File: src/rtl/alu_writeback_ctrl_pkg.sv
//------------------------------------------------------------------------------
// Module  : alu_writeback_ctrl_pkg
// Brief   : Opcode, FSM state and instruction-layout constants for the
//           execute/writeback controller.
// Revision: 1.0 - initial release
//------------------------------------------------------------------------------
`default_nettype none

package alu_writeback_ctrl_pkg;

    localparam logic [2:0] c_op_add  = 3'b000;
    localparam logic [2:0] c_op_sub  = 3'b001;
    localparam logic [2:0] c_op_and  = 3'b010;
    localparam logic [2:0] c_op_or   = 3'b011;
    localparam logic [2:0] c_op_xor  = 3'b100;
    localparam logic [2:0] c_op_sltu = 3'b101;
    localparam logic [2:0] c_op_mul  = 3'b110;
    localparam logic [2:0] c_op_nop  = 3'b111;

    localparam logic [2:0] c_st_idle = 3'd0;
    localparam logic [2:0] c_st_read = 3'd1;
    localparam logic [2:0] c_st_exec = 3'd2;
    localparam logic [2:0] c_st_mul  = 3'd3;
    localparam logic [2:0] c_st_wb   = 3'd4;

    // Instruction layout {op, rd, ra, rb}: LSB offset of each field.
    function automatic int rb_lsb(input int bit_addr);
        return 0;
    endfunction

    function automatic int ra_lsb(input int bit_addr);
        return bit_addr;
    endfunction

    function automatic int rd_lsb(input int bit_addr);
        return 2 * bit_addr;
    endfunction

    function automatic int op_lsb(input int bit_addr);
        return 3 * bit_addr;
    endfunction

endpackage

`default_nettype wire

File: src/rtl/alu_writeback_ctrl_alu_comb.sv
//------------------------------------------------------------------------------
// Module  : alu_comb
// Brief   : Combinational ALU for every opcode except MUL.
// Revision: 1.0 - initial release
//------------------------------------------------------------------------------
`default_nettype none

module alu_comb
    import alu_writeback_ctrl_pkg::*;
#(
    parameter int BIT_DATO = 8
) (
    input  logic [2:0]          i_op,
    input  logic [BIT_DATO-1:0] i_a,
    input  logic [BIT_DATO-1:0] i_b,
    output logic [BIT_DATO-1:0] o_result,
    output logic                o_carry,
    output logic                o_zero
);

    logic [BIT_DATO:0] w_sum;

    always_comb begin
        w_sum    = '0;
        o_result = '0;
        o_carry  = 1'b0;
        case (i_op)
            c_op_add: begin
                w_sum    = {1'b0, i_a} + {1'b0, i_b};
                o_result = w_sum[BIT_DATO-1:0];
                o_carry  = w_sum[BIT_DATO];
            end
            // The extra top bit of the difference is the borrow (A < B).
            c_op_sub: begin
                w_sum    = {1'b0, i_a} - {1'b0, i_b};
                o_result = w_sum[BIT_DATO-1:0];
                o_carry  = w_sum[BIT_DATO];
            end
            c_op_and:  o_result = i_a & i_b;
            c_op_or:   o_result = i_a | i_b;
            c_op_xor:  o_result = i_a ^ i_b;
            c_op_sltu: o_result = {{(BIT_DATO-1){1'b0}}, (i_a < i_b)};
            default:   o_result = '0;
        endcase
        o_zero = (o_result == '0);
    end

endmodule

`default_nettype wire

File: src/rtl/alu_writeback_ctrl.sv
//------------------------------------------------------------------------------
// Module  : alu_writeback_ctrl
// Brief   : Single-issue execute stage around a 2R/1W register bank with an
//           iterative shift-add multiplier and registered writeback.
// Revision: 1.0 - initial release
//------------------------------------------------------------------------------
`default_nettype none

module alu_writeback_ctrl
    import alu_writeback_ctrl_pkg::*;
#(
    parameter int BIT_ADDR = 4,
    parameter int BIT_DATO = 8
) (
    input  logic                    clk,
    input  logic                    rst,
    input  logic                    instr_valid,
    output logic                    instr_ready,
    input  logic [3+3*BIT_ADDR-1:0] instr,
    output logic [BIT_ADDR-1:0]     addrRa,
    output logic [BIT_ADDR-1:0]     addrRb,
    input  logic [BIT_DATO-1:0]     datOutRa,
    input  logic [BIT_DATO-1:0]     datOutRb,
    output logic                    RegWrite,
    output logic [BIT_ADDR-1:0]     addrW,
    output logic [BIT_DATO-1:0]     datW,
    output logic                    busy,
    output logic                    done,
    output logic                    flag_zero,
    output logic                    flag_carry
);

    localparam int CW = $clog2(BIT_DATO + 1);
    localparam logic [CW-1:0] c_mul_steps = CW'(BIT_DATO);
    localparam logic [CW-1:0] c_cnt_one   = CW'(1);

    logic [2:0]          state_q,  state_d;
    logic [2:0]          op_q,     op_d;
    logic [BIT_ADDR-1:0] rd_q,     rd_d;
    logic [BIT_ADDR-1:0] ra_q,     ra_d;
    logic [BIT_ADDR-1:0] rb_q,     rb_d;
    logic [BIT_DATO-1:0] opa_q,    opa_d;
    logic [BIT_DATO-1:0] opb_q,    opb_d;
    logic [BIT_DATO-1:0] acc_q,    acc_d;
    logic [CW-1:0]       cnt_q,    cnt_d;
    logic [BIT_DATO-1:0] result_q, result_d;
    logic                zero_q,   zero_d;
    logic                carry_q,  carry_d;

    logic [BIT_DATO-1:0] w_alu_result;
    logic                w_alu_carry;
    logic                w_alu_zero;
    logic [BIT_DATO-1:0] w_acc_next;

    alu_comb #(
        .BIT_DATO (BIT_DATO)
    ) u_alu (
        .i_op     (op_q),
        .i_a      (opa_q),
        .i_b      (opb_q),
        .o_result (w_alu_result),
        .o_carry  (w_alu_carry),
        .o_zero   (w_alu_zero)
    );

    assign w_acc_next = opb_q[0] ? (acc_q + opa_q) : acc_q;

    always_comb begin
        state_d  = state_q;
        op_d     = op_q;
        rd_d     = rd_q;
        ra_d     = ra_q;
        rb_d     = rb_q;
        opa_d    = opa_q;
        opb_d    = opb_q;
        acc_d    = acc_q;
        cnt_d    = cnt_q;
        result_d = result_q;
        zero_d   = zero_q;
        carry_d  = carry_q;
        case (state_q)
            c_st_idle: begin
                if (instr_valid) begin
                    op_d    = instr[op_lsb(BIT_ADDR) +: 3];
                    rd_d    = instr[rd_lsb(BIT_ADDR) +: BIT_ADDR];
                    ra_d    = instr[ra_lsb(BIT_ADDR) +: BIT_ADDR];
                    rb_d    = instr[rb_lsb(BIT_ADDR) +: BIT_ADDR];
                    state_d = c_st_read;
                end
            end
            c_st_read: begin
                opa_d   = datOutRa;
                opb_d   = datOutRb;
                state_d = c_st_exec;
            end
            c_st_exec: begin
                if (op_q == c_op_nop) begin
                    state_d = c_st_idle;
                end else if (op_q == c_op_mul) begin
                    acc_d   = '0;
                    cnt_d   = c_mul_steps;
                    state_d = c_st_mul;
                end else begin
                    result_d = w_alu_result;
                    zero_d   = w_alu_zero;
                    carry_d  = w_alu_carry;
                    state_d  = c_st_wb;
                end
            end
            c_st_mul: begin
                acc_d = w_acc_next;
                opa_d = opa_q << 1;
                opb_d = opb_q >> 1;
                cnt_d = cnt_q - c_cnt_one;
                // Last step: the updated accumulator is the final product.
                if (cnt_q == c_cnt_one) begin
                    result_d = w_acc_next;
                    zero_d   = (w_acc_next == '0);
                    carry_d  = 1'b0;
                    state_d  = c_st_wb;
                end
            end
            c_st_wb:  state_d = c_st_idle;
            default:  state_d = c_st_idle;
        endcase
    end

    always_ff @(posedge clk) begin
        if (!rst) begin
            state_q  <= c_st_idle;
            op_q     <= '0;
            rd_q     <= '0;
            ra_q     <= '0;
            rb_q     <= '0;
            opa_q    <= '0;
            opb_q    <= '0;
            acc_q    <= '0;
            cnt_q    <= '0;
            result_q <= '0;
            zero_q   <= 1'b0;
            carry_q  <= 1'b0;
        end else begin
            state_q  <= state_d;
            op_q     <= op_d;
            rd_q     <= rd_d;
            ra_q     <= ra_d;
            rb_q     <= rb_d;
            opa_q    <= opa_d;
            opb_q    <= opb_d;
            acc_q    <= acc_d;
            cnt_q    <= cnt_d;
            result_q <= result_d;
            zero_q   <= zero_d;
            carry_q  <= carry_d;
        end
    end

    assign instr_ready = rst && (state_q == c_st_idle);
    assign busy        = (state_q != c_st_idle);
    assign done        = (state_q == c_st_wb) || ((state_q == c_st_exec) && (op_q == c_op_nop));
    assign RegWrite    = (state_q == c_st_wb);
    assign addrRa      = ra_q;
    assign addrRb      = rb_q;
    assign addrW       = rd_q;
    assign datW        = result_q;
    assign flag_zero   = zero_q;
    assign flag_carry  = carry_q;

endmodule

`default_nettype wire
File: config.mk
export PLATFORM = sky130hd
export DESIGN_NAME = alu_writeback_ctrl
export DESIGN_NICKNAME = d
export VERILOG_FILES = /design/src/rtl/alu_writeback_ctrl_pkg.sv /design/src/rtl/alu_writeback_ctrl_alu_comb.sv /design/src/rtl/alu_writeback_ctrl.sv
export SDC_FILE = /design/constraint.sdc
export NUM_CORES = 1
export LEC_CHECK = 0
export ABC_AREA = 1
export CORE_MARGIN = 1.5
export CORE_UTILIZATION = 30
export DETAILED_ROUTE_END_ITERATION = 8
export GPL_TIMING_DRIVEN = 0
export PLACE_DENSITY = 0.47
export SLEW_MARGIN = 20
export SYNTH_ARGS = -nofsm -noshare
export SYNTH_HDL_FRONTEND = slang
export SYNTH_HIERARCHICAL = 1
export SYNTH_SLANG_ARGS = --single-unit
File: constraint.sdc
create_clock -name clk -period 2.5 [get_ports clk]
set_input_delay 0.5 -clock clk [delete_from_list [all_inputs] [get_ports clk]]
set_output_delay 0.5 -clock clk [all_outputs]
set_load 0.005 [all_outputs]
==> flow_summary_export.csv <==
group,metric,value,unit
synth,ys_seq_elements,56,
synth,synth.area.top_cells,"dfxtp_1 28%, nand2_1 17%, ha_1 10%",
setup_path,path_delay_family,"buffers and inverters",
grt,grt.overflow.total,0,
layout,n_fill_cell,1444,
grt,grt_max_degree,19,
route,drc_errors,0,
layout,nets,759,
synth,ys_types,41,
place,gp_congestion,0.849,
grt,antenna_found_initial,0,
synth,synth_xor_area_share,0.433,%
sta,post-route-min-period,2340,ps
clock_tree,clkSlewWorstSetupHoldPaths,80,ps
route,first_pass_iters,5,
route,drt.antenna.violating_nets,0,
sta,hold-worst-slack,464,ps
synth,synth-async-reset-ratio,0,%
grt,grt_pass1_wl,20300,µm
route,drt_iter0_drc,218,
route,totalWireLength,12600,µm
die,die_h,119,µm
route,routedWlPerCell,14.5,µm
die,fp.dieW,119,µm
die,io_pins,60,
synth,synth_compound_area_share,14.1,%
setup_path,worstPathRequired,2000,ps
setup_path,worstPathMaxFanout,6,
setup_path,path_class,"reg -> out",
setup_path,crit_path_start_kind,"flop",
run_status,status,"complete, no violations",
sta,slew_headroom,58.6,%
min_path,worstHoldPathType,"reg -> reg",
setup_path,cpMaxStageDelayCell,"clkdlybuf4s50_1",
route,via_per_inst,4.73,
synth,yosys.area_share.simple,34.8,%
layout,layout-drive-gt1-share,11.6,%
die,core-area,13200,µm²
synth,synth_top_area_share,27.7,%
power_and_ir_drop,power.density,639,nW/µm²
clock_tree,h-tree-depth,2,
grt,grt_pass1_vias,4015,
setup_path,cp_slowest_stage_delay,550,ps
grt,grtUsageTotal,18.2,%
synth,synthFlopType,"dfxtp_1",
layout,antenna_cells,0,
setup_path,cp-end-kind,"output port",
die,start_util,30.6,%
layout,layout_commonest_cell,"nand2_1",
synth,synthAdderAreaFrac,11.7,%
clock_tree,cts_hold_buf,0,
synth,synth-edff-count,0,
place,dp_hpwl,10000,µm
synth,synth_top_family_by_area,"simple AND/OR/NAND/NOR gates",
die,num_rows,42,
synth,synth_nets,691,
setup_path,worstPathArrival,1840,ps
sta,fin_skew,5.69,ps
setup_path,cp.buffers_inverters,2,
clock_tree,cts_tree,"built",
clock_tree,clock_latency,300,ps
layout,syn2layout_area_growth,25.2,%
synth,yosys_warnings,6,
synth,yosys.area.top_type,"dfxtp_1",
place,port_buffers,59,
power_and_ir_drop,design_power_total,0.00324,W
flow_run,cap_violations,0,
sta,worst_pin_slew,621,ps
sta,hold_viol,0,
synth,synthCells,621,
clock_tree,cts_buffers,5,
synth,ys_seq_area_share,27.7,%
clock_tree,root_buffer,"clkbuf_16",
synth,synth_area,4040,µm²
clock_tree,cts.sinks,56,
power_and_ir_drop,leakage,2.29,nW
die,die_area,14200,µm²
clock_tree,cts_buffer_depth,2,
sta,slew_violations,0,
setup_path,crit_path_cell_trace,"nand2_1, nor2_1, inv_1, o22ai_1, clkdlybuf4s50_1",
sta,finalSetupViolCount,0,
power_and_ir_drop,ir_drop,303,µV
synth,synth_mux_area_share,0,%
route,num_vias,4093,
sta,max_freq,0.428,GHz
place,place_area,4850,µm²
sta,fin_crit_sh,93.5,%
layout,layout_common_cells,"178 x nand2_1, 78 x inv_1, 59 x clkdlybuf4s50_1, 58 x nand3_1, 54 x a21oi_1",
layout,postLayoutCellArea,5060,µm²
synth,synth_area_per_cell,6.51,µm²
[final timing paths]
| check | start | endpoint | slack, ps | cells past startpoint |
|---|---|---|---|---|
| max | op_q[2] | done | 160 | 5 |
| min | addrRa[3] | addrRa[3] | 460 | 2 |
| max reg2reg | opa_q[4] | flag_zero | 170 | 16 |
| min reg2reg | addrRa[3] | addrRa[3] | 460 | 2 |
[tightest hold or removal path: cells and delay by family, from the launching register on]
family	cells	cell delay (ps)
simple gates	1	60
compound gates	1	50
flops	1	310
[cell usage after synthesis, types with 4 or more instances]
cell,number
inv_2,11
a21oi_1,54
inv_1,79
a31oi_1,7
o211ai_1,4
nor2_1,43
o21ai_1,10
nand4_1,6
or2_2,4
buf_2,6
nand3_1,58
o22ai_1,4
clkbuf_1,7
ha_1,33
dfxtp_1,56
nor2_2,9
nand2_1,178
a221oi_1,4
a21oi_2,4
o21ai_0,8
[area by class of cell]
cell class / instances / area, µm² / area share [%]
Timing Repair Buffer: 62 / 613 / 12.1
Sequential cell: 56 / 1140 / 22.5
Clock inverter: 2 / 13.8 / 0.272
Tap cell: 176 / 220 / 4.35
Inverter: 93 / 359 / 7.10
Buffer: 17 / 97.6 / 1.93
Clock buffer: 6 / 129 / 2.55
Multi-Input combinational cell: 454 / 2490 / 49.2
[stage by stage]
step	setup TNS (ps)	worst slack, ps	cells	utilization, %
5_1_grt	-1.10	-1.10	866	38.4
3_5_place_dp	-483	-432	856	36.8
2_1_floorplan	0	517	621	-
3_3_place_gp	-444	-403	856	36.8
6_report	0	163	866	38.4
4_1_cts	0	1.94	863	37.9
[sequential cells by signal, summed over array words and instances, names as in the netlist]
name        count
datW            8
flag_carry      1
addrW           4
acc_q           8
opa_q           8
opb_q           8
flag_zero       1
state_q         3
addrRb          4
addrRa          4
cnt_q           4
op_q            3
[kinds of logic (layout without fill, tap and decap cells)]
kind of cell / count (synthesis) / after routing
simple gates: 316 / 316
buf+inv: 111 / 180
xor+xnor: 2 / 2
compound gates: 100 / 100
flops: 56 / 56
fa+ha+maj: 36 / 36
[repair_timing]
| action | in CTS | in global routing |
|---|---|---|
| endpoints found under the setup margin | 2 | 6 |
| buffers inserted | 0 | 3 |
| resized for setup | 6 | 17 |
| pin swaps | 0 | 2 |
[layer usage]
metal / vias up / GRT usage (%) / routed length (µm)
met4: 0 / 5.20 / 184
met2: 68 / 30.0 / 5780
li1: 2140 / - / -
met3: 11 / 2.63 / 441
met1: 1874 / 24.7 / 6160
met5: - / 0 / 0
[report_power, final]
part / switching, W / internal (W)
Clock: 0.000347 / 0.000375
Combinational: 0.000850 / 0.000549
Sequential: 0.000117 / 0.000998
Total: 0.00131 / 0.00192
Power figures use the tool's default switching activity.
==> edit: new RTL, same flow settings <==
`rd_q`, `ra_q`, `rb_q`, `opa_q`, `opb_q` and `result_q` no longer have a reset.
--- a/src/rtl/alu_writeback_ctrl.sv
+++ b/src/rtl/alu_writeback_ctrl.sv
@@ -130,12 +130,6 @@
             state_q  <= c_st_idle;
             op_q     <= '0;
-            rd_q     <= '0;
-            ra_q     <= '0;
-            rb_q     <= '0;
-            opa_q    <= '0;
-            opb_q    <= '0;
             acc_q    <= '0;
             cnt_q    <= '0;
-            result_q <= '0;
             zero_q   <= 1'b0;
             carry_q  <= 1'b0;
@@ -143,15 +137,18 @@
             state_q  <= state_d;
             op_q     <= op_d;
-            rd_q     <= rd_d;
-            ra_q     <= ra_d;
-            rb_q     <= rb_d;
-            opa_q    <= opa_d;
-            opb_q    <= opb_d;
             acc_q    <= acc_d;
             cnt_q    <= cnt_d;
-            result_q <= result_d;
             zero_q   <= zero_d;
             carry_q  <= carry_d;
         end
+    end
+
+    always_ff @(posedge clk) begin
+        rd_q     <= rd_d;
+        ra_q     <= ra_d;
+        rb_q     <= rb_d;
+        opa_q    <= opa_d;
+        opb_q    <= opb_d;
+        result_q <= result_d;
     end
 
Formal check against the unedited RTL: not equivalent (Yosys sat finds a counterexample within 4 cycles, from zero or initial values and one cycle with rst low).
==> edit against the unedited design <==
First-iteration DRC count is 10% higher; combinational power is 14% lower; setup slack worse by 0.017 ns; power is 3.4% lower; synthesized area is 1.1% lower; clock power is 1% lower; wire length is 12% lower; critical path depth is 7 higher; final area is 0.35% higher; sequential cell count stayed put.
==> edit: results <==
layout:
  num-fill-cells: 1369
  drive_gt1_share_pct: 11.0
  nets: 705
clocking:
  cts_resized: 3
  cts_setup_buffers: 2
route:
  firstDrtPassIters: 4
  drtIter0Drc: 240
run_status:
  status: "completed"
synthesis:
  ys_types: 38
  ys_seq_area_share_pct: 37.1
  synth_xor_area_share_pct: 0.219
  yosys-top-cells-area: "edfxtp_1 (27%), nand2_1 (18%), ha_1 (10%), dfxtp_1 (10%), inv_1 (7.1%)"
  synth_top_flop_cell: "edfxtp_1"
grt:
  grt_use_total_pct: 16.3
  grt_pass1_vias: 3566
sta:
  worst_slew_pin_slew_ns: 0.554
  skew_ns: 0.00443
pwr:
  p_int_uw: 1980
  vdd_ir_drop_max_mv: 0.331
hold_path:
  hp-start: "cnt_q[1]$_SDFFE_PN0P_"
  hold_end: "cnt_q[1]$_SDFFE_PN0P_"
critical_path:
  slowest_delay_ns: 0.45
  r2r_slack_ns: 0.15
  slowest_stage: "edfxtp_1"
placement:
  dp_hpwl_um: 8800
  gp_congestion: 0.885
## edit: cell count changes after synthesis, moves of 9 or more
cell      delta
dfxtp_1     -36
a21oi_1     -26
nand2_1     +17
nand3_1     -12
o21ai_1      -9
edfxtp_1    +36
## edit: metrics by stage
step	TNS (ns)	util [%]	instances	setup slack [ns]	hold slack (ns)
floorplan	0	-	555	0.424	0.440
finish	0	39.6	808	0.146	0.464
detailed placement	-0.539	37.6	787	-0.480	0.461
global placement	-0.531	37.5	786	-0.479	0.453
global route	-0.0214	39.6	808	-0.0214	0.494
CTS	0	38.8	796	0.0179	0.472
## edit: final cells by class
cell class	count	area (µm²)	area share, %
Buffer	9	55.1	1.08
Clock buffer	6	129	2.54
Clock inverter	2	11.3	0.222
Inverter	87	337	6.63
Multi-Input combinational cell	402	2140	42.2
Sequential cell	56	1480	29.2
Tap cell	172	215	4.24
Timing Repair Buffer	74	707	13.9
## edit: power by group through the flow
stage | combinational (µW) | sequential (µW) | clock (µW)
2_1_floorplan | 760 | 1210 | 0
3_3_place_gp | 1140 | 1230 | 0
3_5_place_dp | 1150 | 1230 | 0
4_1_cts | 1170 | 1210 | 739
5_1_grt | 1370 | 1220 | 772
6_report | 1210 | 1200 | 714
## edit: per-layer routing
metal  vias up  part of all wire [%]  GRT usage, %
met2        51                    47          27.4
met5         -                     0             0
li1       1923                     -             -
met3        16                   2.7          1.93
met4         0                   2.1          6.70
met1      1699                    48          21.2
## edit: cells by family (layout without fill, tap and decap cells)
| group | after synthesis | in the layout |
|---|---|---|
| AO/OA/AOI/OAI | 47 | 47 |
| flip-flops | 56 | 56 |
| AND/OR/NAND/NOR | 318 | 318 |
| adder cells (fa/ha/maj) | 36 | 36 |
| XOR/XNOR | 1 | 1 |
| buffers and inverters | 97 | 178 |
